### config.mk
export PLATFORM = sky130hd
export DESIGN_NAME = ipd_frame_parser
export DESIGN_NICKNAME = d
export VERILOG_FILES = /design/src/rtl/ipd_pkg.sv /design/src/rtl/ipd_frame_parser.sv
export SDC_FILE = /design/constraint.sdc
export NUM_CORES = 1
export LEC_CHECK = 0
export CORE_MARGIN = 2
export CORE_UTILIZATION = 55
export CTS_CLUSTER_DIAMETER = 200
export DETAILED_ROUTE_END_ITERATION = 16
export DONT_BUFFER_PORTS = 1
export PLACE_DENSITY = 0.67
export SLEW_MARGIN = 20
export SYNTH_ARGS = -nofsm -noshare
export SYNTH_HDL_FRONTEND = slang
export SYNTH_SLANG_ARGS = --single-unit
### constraint.sdc
create_clock -name Clk -period 9.45 [get_ports Clk]
set_input_delay 1.89 -clock Clk [delete_from_list [all_inputs] [get_ports Clk]]
set_output_delay 1.89 -clock Clk [all_outputs]
set_load 0.03 [all_outputs]
### src/rtl/ipd_pkg.sv
`default_nettype none
//==============================================================================
// Module   : ipd_pkg
// Purpose  : Shared types and constants for the ESP8266 "+IPD,<len>:<payload>"
//            frame parser: FSM state enum, ASCII constants, header string,
//            reset message word and small character helpers.
// Revision : 1.0 - initial release
//==============================================================================
package ipd_pkg;

    typedef enum logic [1:0] {
        S_HUNT = 2'd0,
        S_LEN  = 2'd1,
        S_PAY  = 2'd2
    } ipd_state_t;

    localparam logic [7:0]  ASC_PLUS  = 8'h2B;
    localparam logic [7:0]  ASC_COLON = 8'h3A;
    localparam logic [7:0]  ASC_0     = 8'h30;
    localparam logic [7:0]  ASC_9     = 8'h39;

    // "+IPD," with '+' in the most significant byte
    localparam logic [39:0] IPD_HDR   = 40'h2B4950442C;

    // "090": the downstream angle stage comes out of reset at 90 degrees
    localparam logic [23:0] MSG_RST   = 24'h303930;

    function automatic logic is_digit(input logic [7:0] b);
        return (b >= ASC_0) && (b <= ASC_9);
    endfunction

    // Expected header character at match position idx (0..4)
    function automatic logic [7:0] hdr_char(input logic [2:0] idx);
        logic [7:0] c;
        case (idx)
            3'd0:    c = IPD_HDR[39:32];
            3'd1:    c = IPD_HDR[31:24];
            3'd2:    c = IPD_HDR[23:16];
            3'd3:    c = IPD_HDR[15:8];
            default: c = IPD_HDR[7:0];
        endcase
        return c;
    endfunction

endpackage
`default_nettype wire

### src/rtl/ipd_frame_parser.sv
`default_nettype none
//==============================================================================
// Module   : ipd_frame_parser
// Purpose  : Recognises ESP8266 "+IPD,<len>:<payload>" notifications in the
//            UART byte stream, validates a 3-digit ASCII angle (0..MAX_ANGLE)
//            and holds the last accepted payload for the angle-conversion
//            stage. Malformed, out-of-range or stalled frames are dropped.
// Ports    : Clk            - system clock, rising edge
//            Rst_n          - asynchronous active-low reset
//            Rx_Data[7:0]   - received byte, qualified by Rx_Done
//            Rx_Done        - one-cycle strobe per received byte
//            ReceiveMessage - last accepted payload, first char in [23:16]
//            Msg_Valid      - one-cycle pulse when ReceiveMessage updates
//            Frame_Err      - one-cycle pulse when a frame is discarded
// Revision : 1.0 - initial release
//==============================================================================
module ipd_frame_parser
    import ipd_pkg::*;
#(
    parameter int CLK_FREQ    = 50_000_000,
    parameter int TIMEOUT_CYC = 500_000,
    parameter int MAX_ANGLE   = 180
) (
    input  logic        Clk,
    input  logic        Rst_n,
    input  logic [7:0]  Rx_Data,
    input  logic        Rx_Done,
    output logic [23:0] ReceiveMessage,
    output logic        Msg_Valid,
    output logic        Frame_Err
);

    localparam int               c_GAP_W   = $clog2(TIMEOUT_CYC);
    localparam logic [c_GAP_W-1:0] c_GAP_MAX = c_GAP_W'(TIMEOUT_CYC - 1);
    localparam logic [9:0]       c_MAX_VAL = 10'(MAX_ANGLE);

    // CLK_FREQ only documents the timeout scaling; reject nonsense values.
    generate
        if (TIMEOUT_CYC < 2 || CLK_FREQ < 1) begin : g_badParams
            $error("ipd_frame_parser: TIMEOUT_CYC must be >= 2 and CLK_FREQ >= 1");
        end
    endgenerate

    ipd_state_t         r_state, w_stateNext;
    logic [2:0]         r_hdrIdx, w_hdrIdxNext;
    logic [6:0]         r_len, w_lenNext;
    logic [1:0]         r_lenDigits, w_lenDigitsNext;
    logic [6:0]         r_payCnt, w_payCntNext;
    logic [23:0]        r_payBuf, w_payBufNext;
    logic               r_allDig, w_allDigNext;
    logic [c_GAP_W-1:0] r_gapCnt;

    logic               w_abort;     // frame discarded before its payload end
    logic               w_frameEnd;  // last payload byte consumed this cycle
    logic               w_accept;
    logic               w_timeout;
    logic               w_gapActive;
    logic [10:0]        w_lenCalc;
    logic [9:0]         w_value;

    assign w_gapActive = (r_state != S_HUNT) || (r_hdrIdx != 3'd0);
    // A byte arriving on the expiry cycle takes priority over the timeout.
    assign w_timeout   = w_gapActive && !Rx_Done && (r_gapCnt == c_GAP_MAX);
    assign w_lenCalc   = {4'd0, r_len} * 11'd10 + {7'd0, Rx_Data[3:0]};

    //--------------------------------------------------------------------------
    // State register
    //--------------------------------------------------------------------------
    always_ff @(posedge Clk or negedge Rst_n) begin
        if (!Rst_n) begin
            r_state <= S_HUNT;
        end else begin
            r_state <= w_stateNext;
        end
    end

    //--------------------------------------------------------------------------
    // Next-state and datapath-next logic
    //--------------------------------------------------------------------------
    always_comb begin
        w_stateNext     = r_state;
        w_hdrIdxNext    = r_hdrIdx;
        w_lenNext       = r_len;
        w_lenDigitsNext = r_lenDigits;
        w_payCntNext    = r_payCnt;
        w_payBufNext    = r_payBuf;
        w_allDigNext    = r_allDig;
        w_abort         = 1'b0;
        w_frameEnd      = 1'b0;

        if (Rx_Done) begin
            case (r_state)
                S_HUNT: begin
                    if (Rx_Data == hdr_char(r_hdrIdx)) begin
                        if (r_hdrIdx == 3'd4) begin
                            w_stateNext     = S_LEN;
                            w_hdrIdxNext    = 3'd0;
                            w_lenNext       = 7'd0;
                            w_lenDigitsNext = 2'd0;
                        end else begin
                            w_hdrIdxNext = r_hdrIdx + 3'd1;
                        end
                    end else begin
                        // '+' appears only at the head of the header, so a
                        // restart at position 1 is all the back-off needed.
                        w_hdrIdxNext = (Rx_Data == ASC_PLUS) ? 3'd1 : 3'd0;
                    end
                end
                S_LEN: begin
                    if (is_digit(Rx_Data)) begin
                        w_lenNext = (w_lenCalc > 11'd127) ? 7'd127 : w_lenCalc[6:0];
                        if (r_lenDigits != 2'd3) begin
                            w_lenDigitsNext = r_lenDigits + 2'd1;
                        end
                    end else if (Rx_Data == ASC_COLON && r_lenDigits != 2'd0
                                 && r_len != 7'd0) begin
                        w_stateNext  = S_PAY;
                        w_payCntNext = 7'd0;
                        w_allDigNext = 1'b1;
                    end else begin
                        w_abort     = 1'b1;
                        w_stateNext = S_HUNT;
                    end
                end
                S_PAY: begin
                    w_payCntNext = r_payCnt + 7'd1;
                    if (r_payCnt < 7'd3) begin
                        w_payBufNext = {r_payBuf[15:0], Rx_Data};
                        w_allDigNext = r_allDig & is_digit(Rx_Data);
                    end
                    if (w_payCntNext == r_len) begin
                        w_frameEnd  = 1'b1;
                        w_stateNext = S_HUNT;
                    end
                end
                default: begin
                    w_stateNext = S_HUNT;
                end
            endcase
        end else if (w_timeout) begin
            w_abort      = (r_state != S_HUNT);
            w_stateNext  = S_HUNT;
            w_hdrIdxNext = 3'd0;
        end
    end

    //--------------------------------------------------------------------------
    // Output decision: range check on the freshly completed payload
    //--------------------------------------------------------------------------
    always_comb begin
        w_value  = 10'(w_payBufNext[19:16]) * 10'd100
                 + 10'(w_payBufNext[11:8])  * 10'd10
                 + 10'(w_payBufNext[3:0]);
        w_accept = w_frameEnd && (r_len == 7'd3) && w_allDigNext
                 && (w_value <= c_MAX_VAL);
    end

    //--------------------------------------------------------------------------
    // Datapath, gap counter and registered outputs
    //--------------------------------------------------------------------------
    always_ff @(posedge Clk or negedge Rst_n) begin
        if (!Rst_n) begin
            r_hdrIdx       <= 3'd0;
            r_len          <= 7'd0;
            r_lenDigits    <= 2'd0;
            r_payCnt       <= 7'd0;
            r_payBuf       <= 24'd0;
            r_allDig       <= 1'b0;
            r_gapCnt       <= '0;
            ReceiveMessage <= MSG_RST;
            Msg_Valid      <= 1'b0;
            Frame_Err      <= 1'b0;
        end else begin
            r_hdrIdx    <= w_hdrIdxNext;
            r_len       <= w_lenNext;
            r_lenDigits <= w_lenDigitsNext;
            r_payCnt    <= w_payCntNext;
            r_payBuf    <= w_payBufNext;
            r_allDig    <= w_allDigNext;

            if (Rx_Done || !w_gapActive) begin
                r_gapCnt <= '0;
            end else if (r_gapCnt != c_GAP_MAX) begin
                r_gapCnt <= r_gapCnt + 1'b1;
            end

            if (w_accept) begin
                ReceiveMessage <= w_payBufNext;
            end
            Msg_Valid <= w_accept;
            Frame_Err <= w_abort || (w_frameEnd && !w_accept);
        end
    end

endmodule
`default_nettype wire

==> metrics.txt, run 1 <==
Crit path max-delay family simple AND/OR/NAND/NOR gates; DRC 0; CP Cell Sequence nand2_1 -> or4b_2 -> mux2_2 -> ha_1 -> fa_1 -> fa_1 -> or3b_2 -> nor3b_1 -> o41ai_4 -> a2111oi_4 -> buf_4 -> mux2_2; mux cell area share after synthesis 0.119; Synth Area in Compound Gates 0.112; worst setup path end ReceiveMessage[1]; Tcrit/Tclk final 0.700; post-synthesis xor/xnor area fraction 0.0616; die area 0.0113 mm2; Syn Std Cell Area around 0.0058 mm2; PD cells 127 mW/mm2; Yosys reg bits 91; drt via density 5.91; GRT overflow 0; total track usage 0.218; CTS sink count between 90 and 100; worst setup path startpoint Rx_Done; CP Class in -> reg; flip-flop and latch area approximately 0.0023 mm2; # resized after CTS 0; CP Buf/Inv Count 1; setup clock skew after layout 0.0108 ns; pre-CTS WS 2.32 ns; clk buf depth 2; Post-Synth Simple-Gate Area 0.148; predominant post-synthesis flop cell dfrtp_1; RR Endpoint ReceiveMessage[1]; Max Clk Rate 151 MHz; maximum VDD drop about 95 uV; Final Instance Area 0.00602 mm2; top post-synthesis cells by count dfrtp_1 (83), ha_1 (49), nand2_1 (33), mux2_2 (29), inv_1 (28); post-synthesis cell type count 61; vias in the first global route 3970; Cell Area, Placed 0.00585 mm2; most frequent cell after synthesis dfrtp_1; syn_area_per_cell 10.9 um2; Setup TNS 0 ns; worst skew pair latency 0.38 ns; RSZ-0062 raised after global routing false; layout cells sized above 1 0.159; area delta synth->final 4.47%; CP max stage delay 1.00 ns; Async S/R FF share, synth 1.00; Ports 37; Synth Area in Adders 0.127; nets 588; largest net degree at the start of global routing around 90; Die X-Extent 106 um; core area 0.0102 mm2; critical path fanouts, max 26; Worst slew margin 0.314; Levels on crit path 12; Die Ht 106 um; Startpoint Class input pin; Clock transition at path regs 0.10 ns; IO Port Bufs 0; TritonCTS clock tree built; Reg2Reg Setup Slack 3.47 ns; status complete, no violations; Worst Path Required 9.73 ns; Avg WL per Cell 16.8 um; Slew @ Worst Pin a little over 1 ns; total CTS buffers 9; H-tree depth 3; first-pass GRT wire length 19400 um; Worst EP arrival 6.89 ns; YS warnings 0; Post-synth EDFFs 0; Net Count, Synth 593; # hold bufs at CTS 0; fill count approximately 870; Critical-path top delay cell or4b_2; routed via count 3918; final WL 11100 um; final hold violation count 0; Final WS setup between 2 and 3 ns; antenna cells 0; area of the multi-input gates 0.00328 mm2; Max Cap Viol 0; worst-case reg-to-reg path depth 14; Slew Limit Fails 0; 1st-iter DRT viols 136; Critical Path Sink Type flop; clock root buffer clkbuf_8; Syn Inst Count approximately 530; largest area contributor in the netlist dfrtp_1; Detail Route Antenna Nets 0; min-delay worst type reg -> reg; top area cells in the synthesized netlist dfrtp_1 (36%), ha_1 (11%), mux2_2 (5.7%), mux2_4 (5.2%), dfstp_2 (3.6%); largest family of logic cells by synthesized area simple AND/OR/NAND/NOR gates; Initial Util 0.564; Synth top area share 0.360; final setup violation count 0; Placer Congestion 0.814; DR pass1 iterations 4; register area share after synthesis 0.397; crit path time final roughly 6.6 ns; Leakage 2.83 nW; initial antenna violation count 0; row count 37; detailed placement HPWL 8120 um; worst r2r src r_state[0]; Post-CTS Setup Bufs 0
## power breakdown
part           internal, mW  switching [mW]
combinational        0.0423          0.0605
clock                0.0989           0.149
sequential            0.400          0.0121
## cells in the final DEF, fill, tap and decap left out, types with 8 or more instances in the layout
cell      instances
nor3_1            9
nand3_1          12
mux2_4           20
dfstp_2           8
o21ai_0          24
nand2_1          33
a21oi_1          17
mux2_2           29
nand4_1           9
ha_1             49
xnor2_1          21
nand3b_1          8
a22o_1            8
clkbuf_8          9
xor2_1           17
dfrtp_1          83
inv_1            28
nor2_1           27
## worst min-delay path by stage
| stage | slack [ns] | start | endpoint | cells past startpoint |
|---|---|---|---|---|
| 4_1_cts | 0.51 | r_payBuf[20] | r_payBuf[20] | 1 |
| 3_5_place_dp | 0.49 | r_payBuf[20] | r_payBuf[20] | 1 |
| 2_1_floorplan | 0.47 | r_payBuf[20] | r_payBuf[20] | 1 |
| 5_1_grt | 0.52 | r_payBuf[22] | r_payBuf[22] | 1 |
| 6_report | 0.51 | r_payBuf[22] | r_payBuf[22] | 1 |
| 3_3_place_gp | 0.49 | r_payBuf[23] | r_payBuf[23] | 1 |
## metrics by stage
stage | power, mW | hold slack (ns) | utilization | instances
2_1_floorplan | 0.501 | 0.471 | - | 527
3_5_place_dp | 0.523 | 0.489 | 0.571 | 647
4_1_cts | 0.772 | 0.512 | 0.589 | 663
5_1_grt | 0.806 | 0.525 | 0.589 | 663
6_report | 0.762 | 0.506 | 0.589 | 663
3_3_place_gp | 0.520 | 0.486 | 0.571 | 647
## flip-flops by register name, indices dropped and copies added (netlist names)
signal,cells
r_hdrIdx,3
Msg_Valid,1
Frame_Err,1
r_len,7
r_allDig,1
r_payCnt,7
ReceiveMessage,24
r_state,2
r_lenDigits,2
r_payBuf,24
r_gapCnt,19
## area by class of cell
cell class / instances / share of cell area
Multi-Input combinational cell: 391 / 0.544
Sequential cell: 91 / 0.380
Tap cell: 136 / 0.0282
Clock buffer: 10 / 0.0212
Inverter: 28 / 0.0174
Clock inverter: 6 / 0.00831
Timing Repair Buffer: 1 / 0.00125
## per-layer routing
metal  up-vias  wire, um  global-route usage  part of all wire
met5         -         0                   0                 0
met4         0       134              0.0620             0.012
met3        11       535              0.0576             0.048
met2        78      5290               0.347              0.48
met1      1936      5160               0.292              0.46
li1       1893         -                   -                 -
## cells by family (layout without fill, tap and decap cells)
kind of cell	after synthesis	after routing
AOI/OAI and AO/OA	92	92
xor gates and xnor gates	39	39
adders and majority gates	55	55
buffers and inverters	45	45
DFF	91	91
muxes	55	55
and+or+nand+nor	150	150
No activity file was read; power rests on OpenSTA's default activity.
==> run 2: changes to the inputs <==
==> constraint.sdc (replaced) <==
create_clock -name Clk -period 6.4 [get_ports Clk]
set_input_delay 1.28 -clock Clk [delete_from_list [all_inputs] [get_ports Clk]]
set_output_delay 1.28 -clock Clk [all_outputs]
set_load 0.03 [all_outputs]
==> run 2 against run 1 <==
  * Core utilization increased by 0.50 points
  * Die area unchanged
  * Final area is 0.85% higher
  * Critical path depth increased by 5
  * Critical path type unchanged
==> metrics.txt, run 2 (synthesis results as in run 1) <==
Final WS setup 0.796 ns; Setup TNS 0 ns; min-delay worst type reg -> reg; status complete, no violations; Clock transition at path regs 0.10 ns; Worst slew margin 0.358; final setup violation count 0; nets 590; Slew @ Worst Pin 0.955 ns; PD cells ~190 mW/mm2; routed via count approximately 4000; pre-CTS WS between 0.4 and 0.5 ns; first-pass GRT wire length 19700 um; critical path fanouts, max 24; Worst Path Required 6.67 ns; layout cells sized above 1 0.161; Post-CTS Setup Bufs 0; Die X-Extent around 110 um; core area 0.0102 mm2; total CTS buffers 9; worst setup path end ReceiveMessage[3]; drt via density 5.92; final WL 11400 um; Max Clk Rate 178 MHz; vias in the first global route 3904; row count 37; worst setup path startpoint Rx_Done; IO Port Bufs 0; TritonCTS clock tree built; 1st-iter DRT viols around 200; Leakage 2.84 nW; Startpoint Class input pin; worst skew pair latency about 0.37 ns; final hold violation count 0; crit path time final 5.60 ns; biggest registers after layout ReceiveMessage x24, r_payBuf x24, r_gapCnt x19; worst r2r src r_state[0]; RSZ-0062 raised after global routing false; DRC 0; Placer Congestion 0.841; antenna cells 0; Detail Route Antenna Nets 0; # resized after CTS 0; Max Cap Viol 0; RR Endpoint ReceiveMessage[3]; GRT overflow 0; initial antenna violation count 0; # hold bufs at CTS 0; commonest non-fill, non-tap cells in the layout dfrtp_1 (83), ha_1 (49), nand2_1 (33), mux2_2 (29), inv_1 (28); Critical Path Sink Type flop; Die Ht 106 um; worst-case reg-to-reg path depth 19; Slew Limit Fails 0; die area 0.0113 mm2; CTS sink count 91; Hold Crit Start r_payBuf[22]; clk buf depth 2; Worst EP arrival 5.87 ns; H-tree depth 3; total track usage 0.219; commonest non-fill, non-tap cell in the layout dfrtp_1; Initial Util 0.564; area delta synth->final 5.36%; setup clock skew after layout 0.00952 ns; maximum VDD drop 108 uV; detailed placement HPWL 8290 um; largest net degree at the start of global routing 92; Reg2Reg Setup Slack a little under 0.8 ns; Ports 37; clock root buffer clkbuf_8; Avg WL per Cell 17.1 um; CP Class in -> reg; Tcrit/Tclk final 0.876; DR pass1 iterations 5
==> run 2: cell count changes in the layout (fill, tap and decap cells not counted), sizes merged <==
| cell | change |
|---|---|
| clkinvlp | +1 |
| bufinv | +1 |
| buf | +2 |
| clkinv | -2 |
==> run 2: metal layers <==
metal,vias up,global-route usage,share of wire
li1,1894,-,-
met1,1948,0.295,0.46
met2,80,0.353,0.47
met3,15,0.0527,0.049
met4,0,0.0658,0.019
met5,-,0,0
==> run 2: critical path: stages <==
cell       delay [ns]
nand2_1          0.04
or4b_1           0.75
mux2_2           0.40
ha_1             0.31
ha_1             0.22
ha_1             0.18
a21oi_1          0.15
xnor2_1          0.17
ha_1             0.27
ha_1             0.39
nand2_1          0.07
o21ai_0          0.20
mux2i_1          0.25
o211ai_1         0.16
a2111oi_4        0.40
buf_12           0.25
mux2_2           0.36
==> run 2: worst min-delay path by stage <==
| stage | to | depth (start not counted) |
|---|---|---|
| after floorplan | r_payBuf[20] | 1 |
| after global placement | r_payBuf[23] | 1 |
| after detailed placement | r_payBuf[22] | 1 |
| after CTS | r_payBuf[22] | 1 |
| after global routing | r_payBuf[21] | 1 |
| final | r_payBuf[22] | 1 |
==> run 2: stage by stage <==
| stage | cells | total power [mW] | instance area, um2 | util | hold WS, ns |
|---|---|---|---|---|---|
| finish | 665 | 1.17 | 6080 | 0.594 | 0.513 |
| global route | 665 | 1.24 | 6080 | 0.594 | 0.542 |
| CTS | 665 | 1.18 | 6080 | 0.594 | 0.513 |
| detailed placement | 649 | 0.773 | 5870 | 0.574 | 0.484 |
| global placement | 649 | 0.768 | 5870 | 0.574 | 0.484 |
| floorplan | 527 | 0.740 | 5770 | - | 0.471 |
==> run 2: power breakdown <==
part           internal, mW  leakage, nW  switching (mW)
logic                0.0625         1.52          0.0907
clock network         0.185       0.0950           0.219
registers             0.591         1.23          0.0184
total                 0.839         2.84           0.328
==> run 2: cell type report <==
type	instances	area (um2)
Clock buffer	10	128
Multi-Input combinational cell	391	3280
Inverter	28	105
Clock inverter	6	73.8
Timing Repair Buffer	3	35.0
Fill cell	855	4160
Tap cell	136	170
Sequential cell	91	2290
==> run 3: changes to the inputs <==
--- a/config.mk
+++ b/config.mk
@@ -10,7 +10,8 @@
 export CTS_CLUSTER_DIAMETER = 200
 export DETAILED_ROUTE_END_ITERATION = 16
 export DONT_BUFFER_PORTS = 1
-export PLACE_DENSITY = 0.67
+export PLACE_DENSITY = 0.7
+export SKIP_CTS_REPAIR_TIMING = 1
 export SLEW_MARGIN = 20
 export SYNTH_ARGS = -nofsm -noshare
 export SYNTH_HDL_FRONTEND = slang
==> run 3 against run 2 <==
  * Register-to-register slack better by 0.09 ns
  * Via count down 0.94%
  * Critical path depth down 4
  * Clock-buffer cell count unchanged
  * First-iteration DRC count down 14%
  * Sequential power about the same
  * Critical path type unchanged
==> metrics.txt, run 3 (synthesis results as in run 1) <==
Slew @ Worst Pin 1.07 ns; layout cells sized above 1 0.161; first-pass GRT wire length 19400 um; Slew Limit Fails 0; Reg2Reg Setup Slack 0.89 ns; core area ~0.01 mm2; Die Ht 106 um; antenna cells 0; Tcrit/Tclk final 0.863; detailed placement HPWL 8070 um; min-delay worst type reg -> reg; share of total power in the clock network 0.350; biggest registers after layout ReceiveMessage x24, r_payBuf x24, r_gapCnt x19; H-tree depth 3; Die X-Extent 106 um; DRC 0; Avg WL per Cell around 17 um; CTS sink count 91; drt via density between 5 and 6; Max Cap Viol 0; Comb power frac 0.132; sw frac 0.278; DR pass1 iterations 4; Worst slew margin 0.283; Ports 37; die area 0.0113 mm2; routed via count 3900; CP Class in -> reg; 1st-iter DRT viols 178; total CTS buffers 9; Int Pwr 848 uW; row count 37; nets just under 600; Worst EP arrival 5.80 ns; Setup TNS 0 ns; PD cells 193 mW/mm2; Placer Congestion about 0.80; Clock transition at path regs approximately 0.090 ns; Startpoint Class input pin; commonest non-fill, non-tap cells in the layout dfrtp_1 (83), ha_1 (49), nand2_1 (33), mux2_2 (29), inv_1 (28); GRT overflow 0; final hold violation count 0; total track usage 0.218; clk buf depth 2; Cell Area, Placed 0.00587 mm2; IO Port Bufs 0; clock root buffer clkbuf_8; largest net degree at the start of global routing approximately 90; TritonCTS clock tree built; critical path fanouts, max 26; initial antenna violation count 0; setup clock skew after layout 0.0127 ns; crit path time final 5.52 ns; Final Instance Area 0.00608 mm2; Initial Util 0.564; RSZ-0062 raised after global routing false; Critical Path Sink Type flop; worst skew pair latency around 0.39 ns; final setup violation count 0; area delta synth->final 5.38%; maximum VDD drop approximately 120 uV; part of the power in registers 0.518; Max Clk Rate between 150 and 200 MHz; NetSw 327 uW; vias in the first global route 3894; final WL between 10000 and 15000 um; Leakage around 2.8 nW; Worst Path Required 6.67 ns; commonest non-fill, non-tap cell in the layout dfrtp_1; status complete, no violations; Detail Route Antenna Nets 0
==> run 3: changes by cell type in the layout (fill, tap and decap cells not counted) <==
cell / previous run / this run
clkbuf_1: 1 / 0
clkinvlp_4: 2 / 1
clkbuf_8: 9 / 10
inv_8: 1 / 0
buf_4: 2 / 1
clkinv_4: 1 / 3
==> run 3: metrics by stage <==
| stage | util | worst slack, ns | total power, mW | hold WS, ns | cells |
|---|---|---|---|---|---|
| 5_1_grt | 0.594 | 0.457 | 1.23 | 0.524 | 664 |
| 2_1_floorplan | - | 0.262 | 0.740 | 0.471 | 527 |
| 3_3_place_gp | 0.573 | 0.539 | 0.767 | 0.487 | 648 |
| 4_1_cts | 0.594 | 0.878 | 1.19 | 0.517 | 664 |
| 3_5_place_dp | 0.573 | 0.479 | 0.775 | 0.494 | 648 |
| 6_report | 0.594 | 0.877 | 1.17 | 0.510 | 664 |
==> run 3: layout make-up <==
cell class / instances / area [um2]
Clock inverter: 6 / 72.6
Tap cell: 136 / 170
Clock buffer: 10 / 138
Inverter: 28 / 105
Multi-Input combinational cell: 391 / 3280
Sequential cell: 91 / 2290
Fill cell: 837 / 4150
Timing Repair Buffer: 2 / 27.5
==> run 3: worst max-delay path, stage by stage <==
cell	delay [ns]
nand2_1	0.05
or4b_1	0.50
buf_4	0.25
mux2_2	0.38
ha_1	0.33
fa_1	0.51
fa_1	0.51
or3b_2	0.50
nor3b_1	0.33
o41ai_4	0.14
a2111oi_4	0.36
buf_12	0.25
mux2_2	0.37
==> run 3: worst paths after layout <==
path                                    from  depth (start not counted)            endpoint
worst max-delay path                 Rx_Done                         13   ReceiveMessage[2]
worst min-delay path            r_payBuf[23]                          1        r_payBuf[23]
worst max register to register    r_state[0]                         15   ReceiveMessage[2]
worst min register to register  r_payBuf[23]                          1        r_payBuf[23]
max in group asynchronous              Rst_n                          0  ReceiveMessage[12]
min in group asynchronous              Rst_n                          0  ReceiveMessage[22]
==> run 3: power by group through the flow <==
stage / logic [mW] / registers [mW] / clock network [mW]
after floorplan: 0.125 / 0.615 / 0
after global placement: 0.148 / 0.619 / 0
final: 0.155 / 0.608 / 0.411
after CTS: 0.155 / 0.609 / 0.423
after global routing: 0.176 / 0.611 / 0.445
after detailed placement: 0.155 / 0.620 / 0
==> run 3: routing by layer <==
layer	wire, um	vias to the layer above	track usage
met4	180	0	0.0658
met1	5200	1892	0.299
li1	-	1912	-
met3	632	14	0.0625
met5	0	-	0
met2	5180	82	0.336
